--- src/rtl/slink_pstate_req_sequencer_pkg.sv ---
// Shared definitions for the P-state request sequencer: FSM encodings,
// P-state select codes and the request priority encoder.
package slink_pstate_req_sequencer_pkg;

   typedef enum logic [2:0] {
      IDLE     = 3'd0,
      QUAL     = 3'd1,
      ENTER    = 3'd2,
      IN_PX    = 3'd3,
      EXIT     = 3'd4,
      COOLDOWN = 3'd5
   } seq_state_e;

   localparam logic [1:0] PX_SEL_P0 = 2'd0;
   localparam logic [1:0] PX_SEL_P1 = 2'd1;
   localparam logic [1:0] PX_SEL_P2 = 2'd2;
   localparam logic [1:0] PX_SEL_P3 = 2'd3;

   // Deepest requested state wins.
   function automatic logic [1:0] px_sel_encode(input logic p1, input logic p2, input logic p3);
      if (p3)      return PX_SEL_P3;
      else if (p2) return PX_SEL_P2;
      else if (p1) return PX_SEL_P1;
      else         return PX_SEL_P0;
   endfunction

endpackage

--- src/rtl/slink_demet_reset_n.sv ---
// Single-bit synchronizer, STAGES flops deep, cleared by an active-low async reset.
module slink_demet_reset_n #(
   parameter int STAGES = 2
) (
   input  logic clk,
   input  logic rst_n,
   input  logic d,
   output logic q
);

   logic [STAGES-1:0] sync_q;

   always_ff @(posedge clk or negedge rst_n) begin
      if (!rst_n) sync_q <= '0;
      else        sync_q <= {sync_q[STAGES-2:0], d};
   end

   assign q = sync_q[STAGES-1];

endmodule

--- src/rtl/slink_pstate_req_sequencer.sv ---
// Runs the Px entry/exit handshake with the link layer from synchronized
// P-state requests, with qualification, ack timeouts and a post-exit cooldown.
module slink_pstate_req_sequencer
   import slink_pstate_req_sequencer_pkg::*;
#(
   parameter int SYNC_STAGES   = 2,
   parameter int STABLE_CYCLES = 4,
   parameter int TMO_W         = 8
) (
   input  logic             link_clk,
   input  logic             link_clk_reset_n,
   input  logic             enable,
   input  logic             p1_req,
   input  logic             p2_req,
   input  logic             p3_req,
   input  logic             wake_req,
   input  logic [TMO_W-1:0] swi_ack_timeout,
   input  logic [TMO_W-1:0] swi_cooldown,
   output logic             ll_px_req,
   output logic [1:0]       ll_px_sel,
   input  logic             ll_px_ack,
   output logic             ll_exit_req,
   input  logic             ll_exit_ack,
   output logic             in_px_state,
   output logic [1:0]       px_state_cur,
   output logic             timeout_err,
   input  logic             clear_err
);

   localparam logic [7:0] STABLE_LAST = 8'(STABLE_CYCLES - 1);

   logic             p1_s, p2_s, p3_s, wake_s;
   logic [1:0]       sel;
   seq_state_e       state, state_d;
   logic [7:0]       stable_cnt, stable_cnt_d;
   logic [1:0]       cand, cand_d;
   logic [TMO_W-1:0] tmo_cnt, tmo_cnt_d, tmo_next;
   logic [TMO_W-1:0] cool_cnt, cool_cnt_d, cool_next;
   logic             tmo_fire, cool_done, tmo_hit;
   logic             ll_px_req_d, ll_exit_req_d, in_px_state_d, timeout_err_d;
   logic [1:0]       ll_px_sel_d, px_state_cur_d;

   slink_demet_reset_n #(.STAGES(SYNC_STAGES)) u_sync_p1   (.clk(link_clk), .rst_n(link_clk_reset_n), .d(p1_req),   .q(p1_s));
   slink_demet_reset_n #(.STAGES(SYNC_STAGES)) u_sync_p2   (.clk(link_clk), .rst_n(link_clk_reset_n), .d(p2_req),   .q(p2_s));
   slink_demet_reset_n #(.STAGES(SYNC_STAGES)) u_sync_p3   (.clk(link_clk), .rst_n(link_clk_reset_n), .d(p3_req),   .q(p3_s));
   slink_demet_reset_n #(.STAGES(SYNC_STAGES)) u_sync_wake (.clk(link_clk), .rst_n(link_clk_reset_n), .d(wake_req), .q(wake_s));

   assign sel = px_sel_encode(p1_s, p2_s, p3_s);

   // The timeout fires on the edge where the saturating count reaches the limit,
   // so a request is held for exactly swi_ack_timeout cycles without an ack.
   assign tmo_next  = (tmo_cnt == '1)  ? tmo_cnt  : tmo_cnt + TMO_W'(1);
   assign cool_next = (cool_cnt == '1) ? cool_cnt : cool_cnt + TMO_W'(1);
   assign tmo_fire  = (swi_ack_timeout != '0) && (tmo_next == swi_ack_timeout);
   assign cool_done = (cool_next >= swi_cooldown);

   always_comb begin
      state_d = state;
      case (state)
         IDLE:     if (enable && sel != PX_SEL_P0 && !wake_s) state_d = QUAL;
         QUAL:     if (!enable || wake_s || sel != cand)      state_d = IDLE;
                   else if (stable_cnt == STABLE_LAST)        state_d = ENTER;
         ENTER:    if (ll_px_ack)                             state_d = IN_PX;
                   else if (tmo_fire)                         state_d = COOLDOWN;
         IN_PX:    if (wake_s || !enable || sel == PX_SEL_P0) state_d = EXIT;
         EXIT:     if (ll_exit_ack)                           state_d = COOLDOWN;
         COOLDOWN: if (cool_done)                             state_d = IDLE;
         default:                                             state_d = IDLE;
      endcase
   end

   // Counters restart on every state change; outputs are derived from the
   // next state so that they can be registered without extra latency.
   always_comb begin
      stable_cnt_d = stable_cnt;
      cand_d       = cand;
      tmo_cnt_d    = tmo_cnt;
      cool_cnt_d   = cool_cnt;
      case (state)
         IDLE: begin
            stable_cnt_d = '0;
            cand_d       = sel;
         end
         QUAL:        stable_cnt_d = stable_cnt + 8'd1;
         ENTER, EXIT: tmo_cnt_d    = tmo_next;
         COOLDOWN:    cool_cnt_d   = cool_next;
         default:     ;
      endcase
      if (state_d != state) begin
         tmo_cnt_d  = '0;
         cool_cnt_d = '0;
      end

      tmo_hit        = tmo_fire && ((state == ENTER && !ll_px_ack) || (state == EXIT && !ll_exit_ack));
      ll_px_req_d    = (state_d == ENTER);
      ll_exit_req_d  = (state_d == EXIT);
      in_px_state_d  = (state_d inside {IN_PX, EXIT});
      ll_px_sel_d    = (state_d inside {ENTER, IN_PX, EXIT}) ? cand : PX_SEL_P0;
      px_state_cur_d = in_px_state_d ? cand : PX_SEL_P0;
      timeout_err_d  = tmo_hit | (timeout_err & ~clear_err);
   end

   always_ff @(posedge link_clk or negedge link_clk_reset_n) begin
      if (!link_clk_reset_n) begin
         state        <= IDLE;
         stable_cnt   <= '0;
         cand         <= PX_SEL_P0;
         tmo_cnt      <= '0;
         cool_cnt     <= '0;
         ll_px_req    <= 1'b0;
         ll_px_sel    <= PX_SEL_P0;
         ll_exit_req  <= 1'b0;
         in_px_state  <= 1'b0;
         px_state_cur <= PX_SEL_P0;
         timeout_err  <= 1'b0;
      end else begin
         state        <= state_d;
         stable_cnt   <= stable_cnt_d;
         cand         <= cand_d;
         tmo_cnt      <= tmo_cnt_d;
         cool_cnt     <= cool_cnt_d;
         ll_px_req    <= ll_px_req_d;
         ll_px_sel    <= ll_px_sel_d;
         ll_exit_req  <= ll_exit_req_d;
         in_px_state  <= in_px_state_d;
         px_state_cur <= px_state_cur_d;
         timeout_err  <= timeout_err_d;
      end
   end

endmodule
--- config.mk ---
export PLATFORM = sky130hd
export DESIGN_NAME = slink_pstate_req_sequencer
export DESIGN_NICKNAME = d
export VERILOG_FILES = /design/src/rtl/slink_pstate_req_sequencer_pkg.sv /design/src/rtl/slink_demet_reset_n.sv /design/src/rtl/slink_pstate_req_sequencer.sv
export SDC_FILE = /design/constraint.sdc
export NUM_CORES = 1
export LEC_CHECK = 0
export CAP_MARGIN = 25
export CORE_MARGIN = 2
export CORE_UTILIZATION = 42
export CTS_CLUSTER_SIZE = 20
export DETAILED_ROUTE_END_ITERATION = 12
export SYNTH_ARGS = -nofsm -noshare
export SYNTH_HDL_FRONTEND = slang
export SYNTH_SLANG_ARGS = --single-unit
--- constraint.sdc ---
create_clock -name link_clk -period 4.26 [get_ports link_clk]
set_clock_uncertainty 0.15 [all_clocks]
set_input_delay 0.639 -clock link_clk [delete_from_list [all_inputs] [get_ports link_clk]]
set_output_delay 0.639 -clock link_clk [all_outputs]
set_load 0.01 [all_outputs]
== Word-level counts from Yosys, hierarchy flattened ==
Cells that the tools add are included.

* Flip-flop bits (word level): 45
* Input bits: 26
* Output and inout port bits: 8
* Logic and storage cells: 81

* Add/subtract/negate cells: 3
* $lt $le $gt $ge: 1
* Eq/ne operators: 14
* Muxes and demuxes: 21
* Bitwise gates (word level): 3
* Reduce and logical (&&, ||, !) cells: 24

{| class="wikitable"
|+ Operator list
! operator !! number
|-
| 2-to-1 mux 8 bit || 6
|-
| adder 8 x 1 -> 8 bit (second input constant) || 3
|-
| 2-to-1 mux 3 bit || 8
|-
| case mux 3 bit (6 select lines) || 1
|-
| == test 8 bit (second input constant) || 2
|-
| case mux 8 bit (2 select lines) || 1
|-
| == test 3 x 2 -> 1 bit (second input constant) || 4
|-
| nonzero test 2 bit || 5
|-
| == test 3 bit (second input constant) || 3
|-
| == test 8 x 2 -> 1 bit (second input constant) || 1
|-
| == test 8 bit || 1
|-
| >= comparator 8 bit || 1
|-
| 2-to-1 mux 2 bit || 4
|-
| nonzero test 8 bit || 1
|-
| logical AND 1 bit || 6
|-
| zero test 1 bit || 4
|-
| logical OR 1 bit || 4
|-
| == test 3 x 1 -> 1 bit (second input constant) || 1
|-
| zero test 3 bit || 1
|-
| inequality test 3 bit || 1
|-
| nonzero test 3 bit || 1
|-
| zero test 2 bit || 1
|-
| inequality test 2 bit || 1
|-
| OR reduction 2 bit || 1
|-
| 4 further kinds || 4
|}

== Logic depth before layout (Yosys ltp) ==
* Word-level depth: 11
* Gate-level depth with buffers: 14
* Depth with buffers taken out: 13

== Hierarchy ==
Synthesis repeated with hierarchy kept, for this count alone.

* Cells, all modules: 315
* Area, all modules: 2,821.5 µm²

{| class="wikitable"
|+ Modules (own cells, without submodules)
! module !! times used !! cells an instance !! area each (µm²) !! seq. area each (µm²)
|-
| slink_pstate_req_sequencer || 1 || 307 || 2,621.3 || 925.9
|-
| slink_demet_reset_n || 4 || 2 || 50.0 || 50.0
|}

== Worst setup path before layout ==
Ideal clock, no wire load.

* Kind: reg-to-reg
* From: reg cool_cnt[0]
* To: reg tmo_cnt[1]
* Data arrival time: 2.985 ns
* Path slack: 1.055 ns
* Cell stages (with the launch flop): 15
* Clock period less this slack: 3.205 ns
* Path through: dfrtp_1 -> ha_1 -> nand2_1 -> nor2_1 -> nor3_1 -> xor2_1 -> ha_1 -> and3_1 -> o2111ai_1 -> o21ai_0 -> o311a_1 -> a21o_1 -> o2111ai_4 -> buf_8 -> nor2_2

* Longest elaborated chain between the ends: 7

{| class="wikitable"
|+ Ends and longest elaborated chain
! what !! line !! source
|-
| from (decl) || slink_pstate_req_sequencer.sv:38 || <nowiki>logic [TMO_W-1:0] cool_cnt, cool_cnt_d, cool_next;</nowiki>
|-
| from (signal assigned) || slink_pstate_req_sequencer.sv:121 || <nowiki>cool_cnt <= cool_cnt_d;</nowiki>
|-
| adder 8 x 1 -> 8 bit or == test 8 bit (tied branches) || slink_pstate_req_sequencer.sv:53 || <nowiki>assign cool_next = (cool_cnt == '1) ? cool_cnt : cool_cnt + TMO_W'(1);</nowiki>
|-
| 2-to-1 mux 8 bit * || slink_pstate_req_sequencer.sv:53 ||
|-
| >= comparator 8 bit * || slink_pstate_req_sequencer.sv:55 || <nowiki>assign cool_done = (cool_next >= swi_cooldown);</nowiki>
|-
| 2-to-1 mux 3 bit * || slink_pstate_req_sequencer.sv:67 || <nowiki>COOLDOWN: if (cool_done) state_d = IDLE;</nowiki>
|-
| case mux 3 bit (6 select lines) * || slink_pstate_req_sequencer.sv:59 || <nowiki>case (state)</nowiki>
|-
| inequality test 3 bit * || slink_pstate_req_sequencer.sv:89 || <nowiki>if (state_d != state) begin</nowiki>
|-
| 2-to-1 mux 8 bit or nonzero test 2 bit (tied branches) || - ||
|-
| to (signal assigned) || slink_pstate_req_sequencer.sv:120 || <nowiki>tmo_cnt <= tmo_cnt_d;</nowiki>
|-
| to (decl) || slink_pstate_req_sequencer.sv:37 || <nowiki>logic [TMO_W-1:0] tmo_cnt, tmo_cnt_d, tmo_next;</nowiki>
|}

Mark *: on every way between the ends. The rest lies on a longest branch, timed or not.
A chain may end at the register's enable or synchronous reset.

== Worst setup path after layout ==
* From: reg cool_cnt[0]
* To: reg cool_cnt[1]

* Longest elaborated chain between the ends: 7

{| class="wikitable"
|+ Ends and longest elaborated chain
! what !! line
|-
| adder 8 x 1 -> 8 bit or == test 8 bit (tied branches) || slink_pstate_req_sequencer.sv:53
|-
| 2-to-1 mux 8 bit * || slink_pstate_req_sequencer.sv:53
|-
| >= comparator 8 bit || slink_pstate_req_sequencer.sv:55
|-
| 2-to-1 mux 3 bit || slink_pstate_req_sequencer.sv:67
|-
| case mux 3 bit (6 select lines) || slink_pstate_req_sequencer.sv:59
|-
| inequality test 3 bit || slink_pstate_req_sequencer.sv:89
|-
| 2-to-1 mux 8 bit or nonzero test 2 bit (tied branches) || -
|}

Mark *: on every way between the ends. The rest lies on a longest branch, timed or not. The select of a mux whose other input is x is not followed.

==> flow_summary.yaml <==
status:
  outcome: "completed"
clock_tree:
  post_cts_buffers: 0
  cts_tree: "built"
  cts_num_sinks: 45
  clock_path_buffers: 2
  h-tree-depth: 2
  clock_latency_ns: 0.30
  cts_resized: 0
  cts.clk_slew.worst_paths_ns: 0.09
  cts_buffers: 5
  ctsHoldBuffers: 0
  clock-root-buffer: "clkbuf_8"
logic_synthesis:
  synth_area_per_cell_um2: 9.23
  synthTopCellsByArea: "dfrtp_1, ha_1, nor2_1, nand3_1, mux2i_1"
  synth-warning-count: 0
  yosys-top-cells-count: "dfrtp_1, nor2_1, nand2_1"
  synthArstFlopShare_pct: 100
  synth_fp_nets: 351
  ys_seq_elements: 45
  synth_edf_count: 0
  dominantRegCellSynth: "dfrtp_1"
  synth_sequential_area_ratio_pct: 38.9
  synth_top_cell_area_share_pct: 38.9
  syn_area_um2: 2900
  synth_cells: 314
  synth_top_area_cell: "dfrtp_1"
  yosysMostFrequentCell: "dfrtp_1"
  ys_types: 63
finish:
  final_core_util_pct: 50.8
  area_delta_synth_final_pct: 17.7
  final_area_um2: 3410
  n_antenna_cell: 0
  register_area_um2: 1130
  fin_cells: 427
  fin_nets: 383
  multi_input_area_um2: 1640
  num-fill-cells: 617
  final_layout_size_suffix_gt1_share_pct: 11.2
placed_design:
  place_inst: 418
  hpwl_mm: 4.41
  placed_area_um2: 3260
  post-place-ws_ns: 0.822
  port_buffers: 33
  place_congestion: 0.901
power:
  seqPwrFrac_pct: 43.9
  power_switching_uw: 377
  power_density_nw_per_um2: 346
  total_leakage_power_nw: 1.50
  power_mw: 1.18
  p_clk_share_pct: 28.4
  p_int_uw: 804
  combPwrFrac_pct: 27.7
  switching_share_pct: 32.0
  worst_ir_drop_vdd_v: 0.000213
floorplanning:
  start_util_pct: 43.1
  fp.dieW_um: 87.1
  die_h_um: 87.1
  coreArea_um2: 6720
  pin_count: 34
  num_rows: 30
  die_area_um2: 7580
critical_path:
  cp_max_fo: 16
  path_buf_inv: 0
  required_ns: 4.33
  crit_slowest_cell: "dfrtp_1"
  end_kind: "flop"
  critPathLaunchType: "flop"
  slowest_delay_ns: 0.43
  crit_chain: "ha_1 -> nand2_1 -> nor2_1 -> nor3_1 -> xor2_1 -> ha_1 -> and3_1 -> o2111ai_1 -> o21ai_0 -> o311a_1 -> a21o_1 -> o2111ai_4 -> a21oi_1"
  worst_path_most_repeated_cell: "ha_1"
  critPathArrivalTime_ns: 3.52
  r2r-start: "cool_cnt[0]"
  criticalPathCategory: "flop to flop"
  cpLargestDelayFamily: "compound AO/OA/AOI/OAI gates"
  setup.worst_path.start: "cool_cnt[0]"
global_routing:
  grt_max_degree: 46
  grt_busiest_layer: "met2"
  grt_pass1_wl_mm: 10.4
  grt_use_met3_pct: 2.75
  grtUsageMet1_pct: 24.0
  gr-total-overflow: 0
  track_usage_pct: 17.3
  antenna_found_initial: 0
  grt_pass1_vias: 2267
  grtUsageMet2_pct: 27.3
drt:
  drc: 0
  vias_per_cell: 5.49
  wl_per_cell_um: 13.8
  routed_wl_mm: 5.89
  drt_pass1_iterations: 4
  drt_iter0_markers: 102
  vias: 2343
  antenna_left: 0
sta:
  slew_viol_final: 0
  max_freq_mhz: 290
  hold_violations: 0
  finalSetupViolCount: 0
  worst_slew_pin_slew_ns: 0.631
  finalSetupTns_ns: 0
  period_share_pct: 81.0
  whs_ns: 0.143
  finalCriticalPeriod_ns: 3.45
  setup_ws_ns: 0.808
  maxSlewHeadroom_pct: 57.9
  grt_setup_unrepaired: "no"
worst_hold_path:
  hold_path.class: "input port to async pin"
run:
  drv_cap: 0
## layout by cell type, fill, tap and decap left out, types with 2 or more instances in the layout
master / n
o22ai_1: 2
or3_1: 5
nor2_2: 10
o21ai_0: 10
a21o_1: 8
ha_1: 11
clkdlybuf4s50_1: 32
xnor2_1: 7
and2_1: 3
a22o_1: 6
nand2b_1: 7
and3_1: 6
dfrtp_1: 45
nand3_1: 19
clkbuf_8: 5
o2bb2ai_1: 2
and4_1: 2
nand3b_1: 2
nor2b_1: 6
mux2i_1: 8
nor3_1: 8
xor2_1: 7
nor4_1: 3
mux2_2: 4
nand2_1: 20
buf_4: 2
nand4_1: 3
o211ai_1: 3
a21oi_1: 13
inv_1: 15
nor2_1: 32
or2_2: 2
a31oi_1: 3
a21boi_0: 3
a211oi_1: 3
## layout make-up
cell class | instances | area share [%]
multi-input combinational | 243 | 48.1
clock inverter | 3 | 1.47
timing repair buffer | 36 | 10.8
sequential | 45 | 33.0
inverter | 15 | 1.65
tap | 80 | 2.93
clock buffer | 5 | 2.02
## flip-flops by register name (all words and copies together), names as in the netlist
name,count
state,3
timeout_err,1
stable_cnt,8
cool_cnt,8
u_sync_p2.sync_q,2
u_sync_wake.sync_q,2
ll_px_sel,2
u_sync_p3.sync_q,2
in_px_state,1
cand,2
tmo_cnt,8
px_state_cur,2
ll_px_req,1
ll_exit_req,1
u_sync_p1.sync_q,2
## power groups by stage
stage / clock (mW) / sequential, mW / combinational, mW
after floorplan: 0 / 0.530 / 0.214
after global placement: 0 / 0.526 / 0.327
after detailed placement: 0 / 0.527 / 0.329
after CTS: 0.347 / 0.519 / 0.331
after global routing: 0.369 / 0.526 / 0.368
final: 0.335 / 0.519 / 0.328
## kinds of logic (layout without fill, tap and decap cells)
family / after synthesis / in the layout / share of synthesized area [%]
adders and majority gates: 11 / 11 / 4.75
DFF: 45 / 45 / 38.9
AOI/OAI and AO/OA: 67 / 67 / 16.9
buffers and inverters: 26 / 59 / 4.49
and+or+nand+nor: 139 / 139 / 26.4
muxes: 12 / 12 / 4.32
xor gates and xnor gates: 14 / 14 / 4.23
## routing by layer
metal  routed length (µm)  up-vias
met2                 2720       53
li1                     -     1202
met5                    0        -
met4                  101        0
met1                 2850     1080
met3                  220        8
## path summary, 6_finish.rpt
| path | to | slack [ns] | cells past startpoint |
|---|---|---|---|
| max reg2reg | cool_cnt[1] | 0.81 | 13 |
| max | cool_cnt[1] | 0.81 | 13 |
| min reg2reg | u_sync_p1.sync_q[1] | 0.21 | 0 |
| min | ll_px_sel[1] | 0.14 | 1 |
| min in group link_clk | u_sync_p1.sync_q[1] | 0.21 | 0 |
| max in group asynchronous | cool_cnt[3] | 3.31 | 2 |
Note: power is estimated with default switching activity, not from simulation.
==> edit, RTL diff (same flow settings) <==
The parameter `TMO_W` goes from 8 to 12.
--- a/src/rtl/slink_pstate_req_sequencer.sv
+++ b/src/rtl/slink_pstate_req_sequencer.sv
@@ -6,5 +6,5 @@
    parameter int SYNC_STAGES   = 2,
    parameter int STABLE_CYCLES = 4,
-   parameter int TMO_W         = 8
+   parameter int TMO_W         = 12
 ) (
    input  logic             link_clk,
Interface: changed (resized swi_ack_timeout and swi_cooldown); port bits go from 34 to 42. The function was not compared with the original's and may differ.
==> edit against the unedited design <==
Die area up 33%. Sequential cell count is 8 higher. Total power is 17% higher. Routed wire length grew 50%. Critical endpoint is now cool_cnt[8]$_DFFE_PN0P_. Combinational power grew 41%. Setup slack worse by 380 ps. Design area grew 30%. Synthesized area up 35%.
==> edit: results (changes against the unedited design) <==
outcome: "complete, no violations"  # unchanged
num-fill-cells: 909  # was 617
synthDistinctLibCells: 70  # was 63
grt_max_degree: 54  # was 46
global_route_wire_length_before_repair_microns: 15000  # was 10400 microns
clock_sinks: 53  # was 45
synth_xor_area_frac: 0.0606  # was 0.0423
drt-met1-wl_microns: 4350  # was 2850 microns
instances_no_fill: 596  # was 427
grt_util_met2: 0.281  # was 0.273
post_synthesis_sequential_area_ratio: 0.340  # was 0.389
synth_adder_area_share: 0.0481  # was 0.0475
postSynthNetCount: 504  # was 351
synth_top_cells_by_count: "53 x sky130_fd_sc_hd__dfrtp_1, 51 x sky130_fd_sc_hd__nand2_1, 35 x sky130_fd_sc_hd__nor2_1, 28 x sky130_fd_sc_hd__nand3_1, 21 x sky130_fd_sc_hd__inv_1"  # was 45 x sky130_fd_sc_hd__dfrtp_1, 32 x sky130_fd_sc_hd__nor2_1, 20 x sky130_fd_sc_hd__nand2_1, 19 x sky130_fd_sc_hd__nand3_1, 15 x sky130_fd_sc_hd__inv_1
cell_at_the_slowest_stage_of_the_critical_path: "sky130_fd_sc_hd__o211ai_1"  # was sky130_fd_sc_hd__dfrtp_1
reg.largest.list: "cool_cnt x12, tmo_cnt x12, stable_cnt x8"  # was cool_cnt x8, stable_cnt x8, tmo_cnt x8
wl_met2_microns: 3940  # was 2720 microns
layout.comb_gates.multi_input: 358  # was 243
globalRouteTotalUtil: 0.182  # was 0.173
worst_slew_margin_rel: 0.487  # was 0.579
buffer_ports.inserted: 41  # was 33
layout.non_clock_buffers: 45  # was 36
layout-drive-gt1-share: 0.0804  # was 0.112
critical_path_peak_fanout: 24  # was 16
seq_share: 0.299  # was 0.330
post-place-ws_ps: 440  # was 822 ps
route.vias.total: 3420  # was 2343
finalWeightedCongestion: 0.948  # was 0.901
syn-cell-area_sq_mm: 0.00390  # was 0.00290 sq mm
met1_usage: 0.265  # was 0.240
synthesized_instance_count: 455  # was 314
[edit: worst paths after layout]
kind	start	to	slack [ps]	cells past startpoint
worst max-delay path	cool_cnt[0]$_DFFE_PN0P_	cool_cnt[8]$_DFFE_PN0P_	430	14
worst min-delay path	u_sync_p3.sync_q[0]$_DFF_PN0_	u_sync_p3.sync_q[1]$_DFF_PN0_	210	0
worst max register to register	cool_cnt[0]$_DFFE_PN0P_	cool_cnt[8]$_DFFE_PN0P_	430	14
worst min register to register	u_sync_p3.sync_q[0]$_DFF_PN0_	u_sync_p3.sync_q[1]$_DFF_PN0_	210	0
max in group asynchronous	link_clk_reset_n	tmo_cnt[11]$_DFFE_PN0P_	3240	2
min in group asynchronous	link_clk_reset_n	stable_cnt[4]$_DFFE_PN0P_	270	2
[edit: power by group]
group | switching, uW | leakage, uW | internal [uW]
clock | 179 | 0.0000506 | 123
sequential | 66.4 | 0.000713 | 551
combinational | 272 | 0.00115 | 192
total | 517 | 0.00191 | 866
